File: src/rtl/ram_wb.sv
// Write-back register file: eight 16-bit words plus a single-entry output port
// with valid/acknowledge handshake, sticky overrun flag and an accepted-write counter.
module ram_wb #(
    parameter logic [7:0] IO_OUT_AD = 8'b0100_0000
) (
    input  logic        CLK_WB,
    input  logic        RESET_N,
    input  logic [7:0]  RAM_AD_IN,
    input  logic [15:0] RAM_IN,
    input  logic        RAM_WEN,
    input  logic        IO64_ACK,
    output logic [15:0] RAM_0,
    output logic [15:0] RAM_1,
    output logic [15:0] RAM_2,
    output logic [15:0] RAM_3,
    output logic [15:0] RAM_4,
    output logic [15:0] RAM_5,
    output logic [15:0] RAM_6,
    output logic [15:0] RAM_7,
    output logic [15:0] IO64_OUT,
    output logic        IO64_VLD,
    output logic        IO64_OVR,
    output logic [7:0]  WR_CNT
);

    typedef enum logic {
        IDLE = 1'b0,
        HOLD = 1'b1
    } state_t;

    state_t      state_reg;
    logic [15:0] io_out_reg;
    logic        io_vld_reg;
    logic        io_ovr_reg;
    logic [7:0]  wr_cnt_reg;

    logic        word_hit;
    logic        port_hit;
    logic        port_accept;
    logic        port_drop;
    logic [15:0] word_q [8];

    assign word_hit    = RAM_WEN && (RAM_AD_IN[7:3] == 5'd0);
    assign port_hit    = RAM_WEN && (RAM_AD_IN == IO_OUT_AD);
    // A port write is taken when the holding register is empty or being drained this cycle.
    assign port_accept = port_hit && ((state_reg == IDLE) || IO64_ACK);
    assign port_drop   = port_hit && (state_reg == HOLD) && !IO64_ACK;

    generate
        for (genvar gi = 0; gi < 8; gi++) begin : gen_word
            logic [15:0] word_reg;

            always_ff @(posedge CLK_WB or negedge RESET_N) begin
                if (!RESET_N) begin
                    word_reg <= '0;
                end else if (word_hit && (RAM_AD_IN[2:0] == 3'(gi))) begin
                    word_reg <= RAM_IN;
                end
            end

            assign word_q[gi] = word_reg;
        end
    endgenerate

    always_ff @(posedge CLK_WB or negedge RESET_N) begin
        if (!RESET_N) begin
            state_reg  <= IDLE;
            io_out_reg <= '0;
            io_vld_reg <= 1'b0;
            io_ovr_reg <= 1'b0;
        end else begin
            case (state_reg)
                IDLE: begin
                    if (port_hit) begin
                        io_out_reg <= RAM_IN;
                        io_vld_reg <= 1'b1;
                        state_reg  <= HOLD;
                    end
                end
                HOLD: begin
                    if (port_accept) begin
                        io_out_reg <= RAM_IN;
                    end else if (IO64_ACK) begin
                        io_vld_reg <= 1'b0;
                        state_reg  <= IDLE;
                    end else if (port_drop) begin
                        io_ovr_reg <= 1'b1;
                    end
                end
                default: begin
                    state_reg  <= IDLE;
                    io_vld_reg <= 1'b0;
                end
            endcase
        end
    end

    // Counter wraps naturally at 8 bits.
    always_ff @(posedge CLK_WB or negedge RESET_N) begin
        if (!RESET_N) begin
            wr_cnt_reg <= '0;
        end else if (word_hit || port_accept) begin
            wr_cnt_reg <= wr_cnt_reg + 8'd1;
        end
    end

    assign RAM_0    = word_q[0];
    assign RAM_1    = word_q[1];
    assign RAM_2    = word_q[2];
    assign RAM_3    = word_q[3];
    assign RAM_4    = word_q[4];
    assign RAM_5    = word_q[5];
    assign RAM_6    = word_q[6];
    assign RAM_7    = word_q[7];
    assign IO64_OUT = io_out_reg;
    assign IO64_VLD = io_vld_reg;
    assign IO64_OVR = io_ovr_reg;
    assign WR_CNT   = wr_cnt_reg;

endmodule

File: config.mk
export PLATFORM = sky130hd
export DESIGN_NAME = ram_wb
export DESIGN_NICKNAME = d
export VERILOG_FILES = /design/src/rtl/ram_wb.sv
export SDC_FILE = /design/constraint.sdc
export NUM_CORES = 1
export LEC_CHECK = 0
export ABC_AREA = 1
export BUFFER_PORTS_ARGS = -buffer_cell sky130_fd_sc_hd__buf_2
export CELL_PAD_IN_SITES_DETAIL_PLACEMENT = 1
export CELL_PAD_IN_SITES_GLOBAL_PLACEMENT = 2
export CORE_MARGIN = 2
export CORE_UTILIZATION = 30
export CTS_BUF_LIST = sky130_fd_sc_hd__clkbuf_8
export CTS_CLUSTER_DIAMETER = 60
export DETAILED_ROUTE_END_ITERATION = 16
export GPL_TIMING_DRIVEN = 0
export PLACE_DENSITY = 0.9
export SYNTH_ARGS = -nofsm -noshare
export SYNTH_HDL_FRONTEND = slang
export SYNTH_SLANG_ARGS = --single-unit
File: constraint.sdc
create_clock -name CLK_WB -period 3.2 [get_ports CLK_WB]
set_clock_uncertainty 0.1 [all_clocks]
set_input_delay 0.48 -clock CLK_WB [delete_from_list [all_inputs] [get_ports CLK_WB]]
set_output_delay 0.48 -clock CLK_WB [all_outputs]
set_load 0.05 [all_outputs]
* Yosys cells after proc, flatten, opt, wreduce, memory -nomap -nowiden
Index checks and enable logic that the tools add are counted.
** Word-level totals
- Register bits :: 155
- Output and inout port bits :: 154
** Cells by class
- Add/sub/neg operators :: 1
- Equal/unequal tests :: 12
- Mux-type cells :: 11
- Bitwise operators :: 3
- Reduce and logical (&&, ||, !) cells :: 21
** Operators by type and width (number)
- 16-bit two-way mux :: 2
- 16-bit case mux with 2 select lines :: 1
- 1-bit logical AND :: 13
- 3-bit == test, second input constant :: 4
- 8-bit by 1-bit adder with 8-bit output, second input constant :: 1
- 8-bit by 7-bit == test with 1-bit output, second input constant :: 1
- 3-bit by 2-bit == test with 1-bit output, second input constant :: 2
- 1-bit two-way mux :: 6
- 2-bit != test, second input constant :: 3
- 5-bit zero test :: 1
- 1-bit case mux with 2 select lines :: 2
- 4-bit AND reduction :: 1
- 3-bit by 1-bit == test with 1-bit output, second input constant :: 1
- 3-bit zero test :: 1
- 1-bit inverter :: 3
- 3-bit AND reduction :: 1
- 1-bit logical OR :: 2
- 2-bit by 1-bit != test with 1-bit output, second input constant :: 1
- 2-bit AND reduction :: 1
- 1-bit zero test :: 1

* Longest topological paths before layout
- Depth after elaboration :: 5
- Gate-level depth with buffers :: 9
- Depth with buffers taken out :: 8

* Least setup slack after synthesis
No wires, ideal clock.
- Path kind :: input -> register
- Start :: input RAM_AD_IN[3]
- End :: register gen_word[6].word_reg[10], in the netlist RAM_6[10]
- Setup time :: 0.119 ns
- Arrival time :: 1.392 ns
- Data required time :: 2.981 ns
- Slack :: 1.589 ns
- Stages :: 7
- Path through :: nor2_1 > nand3_4 > inv_6 > nand2_1 > buf_2 > nand2_1 > nand2_1
** Between the ends
- Longest elaborated chain between the ends :: 3
** Ends and longest elaborated chain
- start: declaration :: line 8 : input logic [7:0] RAM_AD_IN,
- 5-bit zero test :: line 43 : assign word_hit = RAM_WEN && (RAM_AD_IN[7:3] == 5'd0);
- 1-bit logical AND :: line 43
- 1-bit logical AND :: line 56 : end else if (word_hit && (RAM_AD_IN[2:0] == 3'(gi))) begin
- end signal: assignment :: line 55 : word_reg <= '0;
- end signal: assignment :: line 57 : word_reg <= RAM_IN;
- end: declaration :: line 51 : logic [15:0] word_reg;
Every way passes these cells.
A chain may end at the register's enable or synchronous reset.

* Worst setup path in the final report
- Start :: register wr_cnt_reg[5], in the netlist WR_CNT[5]
- End :: output WR_CNT[5]
** RTL lines
- start: declaration :: line 35 : logic [7:0] wr_cnt_reg;
- start signal: assignment :: line 103 : wr_cnt_reg <= wr_cnt_reg + 8'd1;
- end: declaration :: line 23 : output logic [7:0] WR_CNT
No word-level cell between the ends.

==> impl_metrics.csv <==
group,metric,value,unit
critical_path,cp_max_fo,6,
synth,ys_seq_area_share,60.0,%
route,dr_total_vias,5692,
critical_path,critPathArrivalTime,1200,ps
synth,ys_types,23,
route,wl_per_cell,18.3,µm
critical_path,cp-end-kind,"output pin",
route,drt_iter0_drc,368,
hold_path,hold_path.class,"primary input to flip-flop",
sta,slew-limit-headroom,42.2,%
cells_and_area,nFillCells,2608,
cells_and_area,finalNonFillerCells,1204,
floorplan,die_w,151,µm
synth,yosys.area.top_type_share,60.0,%
pwr,power,4.54,mW
synth,synth_mux_area_share,0,%
sta,setup_viol,0,
synth,ys_seq_elements,155,
synth,avgSynthCellArea,8.85,µm²
placed_design,dpl_cell_area,7670,µm²
placed_design,gp_congestion,0.756,
global_route,first_global_vias,5554,
cells_and_area,syn2layout_area_growth,25.8,%
global_route,grt_usage,19.7,%
route,viasPerCell,4.73,
floorplan,start_util,30.7,%
route,wl,22.1,mm
critical_path,critPathSlowestCell,"dfrtp_1",
clock_network,path_clk_slew,90,ps
placed_design,port-buffer-count,164,
clock_network,post-cts-setup-buffer-count,0,
hold_path,hold-path-cell-count,4,
floorplan,io-pin-count,182,
sta,rsz0062_at_grt,"false",
cells_and_area,utilization,38.6,%
route,drt_pass1_iterations,5,
pwr,clockPowerShare,37.9,%
placed_design,place_hpwl,15.2,mm
floorplan,coreArea,21100,µm²
sta,finalCriticalPeriod,1780,ps
pwr,peakVddDrop,0.235,mV
critical_path,path_depth,1,
clock_network,postCtsResizedCells,0,
critical_path,r2r_cells,4,
route,drc_errors,0,
cells_and_area,design_area,8140,µm²
synth,synth_xor_area_share,0.542,%
placed_design,dp.cells,1171,
pwr,switching_share,31.3,%
run,cap_violations,0,
clock_network,cts_buffers,17,
global_route,grt_pass1_wl,33.2,mm
clock_network,cts_tree,"built",
cells_and_area,nets,945,
pwr,p_leak,4.87,nW
clock_network,clk_latency,450,ps
critical_path,cpPeakStageDelay,450,ps
critical_path,critPathTopFamily,"flip-flops",
critical_path,path_cells,"buf_2",
synth,synth_fa_ha_area_share,0.193,%
global_route,grt_max_degree,108,
synth,yosys_warnings,0,
sta,whs,240,ps
sta,hold_viol,0,
global_route,antenna_found_initial,0,
floorplan,std_cell_rows,53,
route,postRouteAntennaNets,0,
synth,synth-simple-area-share,31.1,%
synth,syn_area,6470,µm²
clock_network,clk_path_buf_depth,2,
pwr,power_frac_comb,15.6,%
clock_network,cts_root_buffer,"clkbuf_8",
synth,synth.largest_area_cell,"dfrtp_1",
clock_network,postCtsHoldBufs,1,
synth,syn_nets,760,
synth,ys_top_cells_by_area,"dfrtp_1 60%, nand2_1 18%, nand3_1 11%",
pwr,share_seq_of_total_power,46.5,%
synth,syn_inst,731,
critical_path,crit_required,2620,ps
cells_and_area,num_antenna_cells,0,
sta,drv_slew,0,
pwr,internal_power,3.12,mW
critical_path,worst_setup_path_start_kind,"flip-flop",
clock_network,clock_sinks,155,
floorplan,die_y,151,µm
synth,synth_top_family_by_area,"simple AND/OR/NAND/NOR gates",
global_route,grt_overflow,0,
pwr,p_per_area,557,nW/µm²
sta,worst-slew-pin-transition,867,ps
status,status,"completed",
pwr,p_sw,1.42,mW
critical_path,critPathBufInv,1,
clock_network,h-tree-depth,4,
floorplan,dieArea,22700,µm²
sta,max_freq,562,MHz
cells_and_area,layout_common_cells,"309 x nand2_1, 178 x buf_2, 155 x dfrtp_1, 140 x nand3_1, 28 x inv_1",
cells_and_area,mostFrequentLayoutCell,"nand2_1",
sta,period_share,55.6,%
cells_and_area,drive_above_1_share,26.5,%
synth,synth_compound_area_share,1.47,%
critical_path,path_class,"flip-flop to output pin",
==> layout make-up <==
class	count	area, µm²	area share, %
Buffer	51	315	3.88
Clock buffer	17	234	2.88
Clock inverter	15	224	2.75
Inverter	30	118	1.45
Multi-Input combinational cell	495	2150	26.5
Sequential cell	155	3880	47.7
Tap cell	275	344	4.23
Timing Repair Buffer	166	868	10.7
==> power by group through the flow <==
| stage | registers [mW] | clock network, mW | logic, mW |
|---|---|---|---|
| after floorplan | 2.48 | 0 | 0.141 |
| final | 2.11 | 1.72 | 0.708 |
| after CTS | 2.11 | 1.76 | 0.721 |
| after global routing | 2.12 | 1.86 | 0.758 |
| after global placement | 2.15 | 0 | 0.704 |
| after detailed placement | 2.15 | 0 | 0.719 |
==> routing by layer <==
| layer | vias up | share of wire (%) | global-route usage [%] |
|---|---|---|---|
| li1 | 2680 | - | - |
| met1 | 2842 | 44 | 26.2 |
| met2 | 151 | 49 | 32.5 |
| met3 | 19 | 5.5 | 4.76 |
| met4 | 0 | 1.2 | 5.00 |
| met5 | - | 0 | 0 |
==> worst paths after layout <==
check | to | startpoint | slack, ps
worst max register to register | IO64_OUT[3]$_DFFE_PN0P_ | state_reg$_DFF_PN0_ | 1750
max in group asynchronous | RAM_2[6]$_DFFE_PN0P_ | RESET_N | 1700
worst max-delay path | WR_CNT[5] | WR_CNT[5]$_DFFE_PN0P_ | 1420
worst min register to register | RAM_3[2]$_DFFE_PN0P_ | RAM_3[2]$_DFFE_PN0P_ | 370
worst min-delay path | IO64_VLD$_DFFE_PN0P_ | IO64_ACK | 240
min in group asynchronous | RAM_7[6]$_DFFE_PN0P_ | RESET_N | 410
==> Yosys cell counts (all sizes together) <==
cell    number
nor2        13
o21ai       16
o21bai       1
inv         30
a22oi        1
nand4        1
nand3b       1
nand2      316
dfrtp      155
xor2         4
buf         30
ha           1
clkbuf      21
nand3      141
==> logic make-up after synthesis <==
kind of cell	after synthesis
simple gates	472
fa+ha+maj	1
xor+xnor	4
compound gates	18
buf+inv	81
flops	155
==> stage by stage <==
stage | TNS (ps) | worst slack, ps
2_1_floorplan | 0 | 1590
3_3_place_gp | -144130 | -944
3_5_place_dp | 0 | 1160
4_1_cts | 0 | 1380
5_1_grt | 0 | 1340
6_report | 0 | 1420
(Power assumes the default switching activity.)
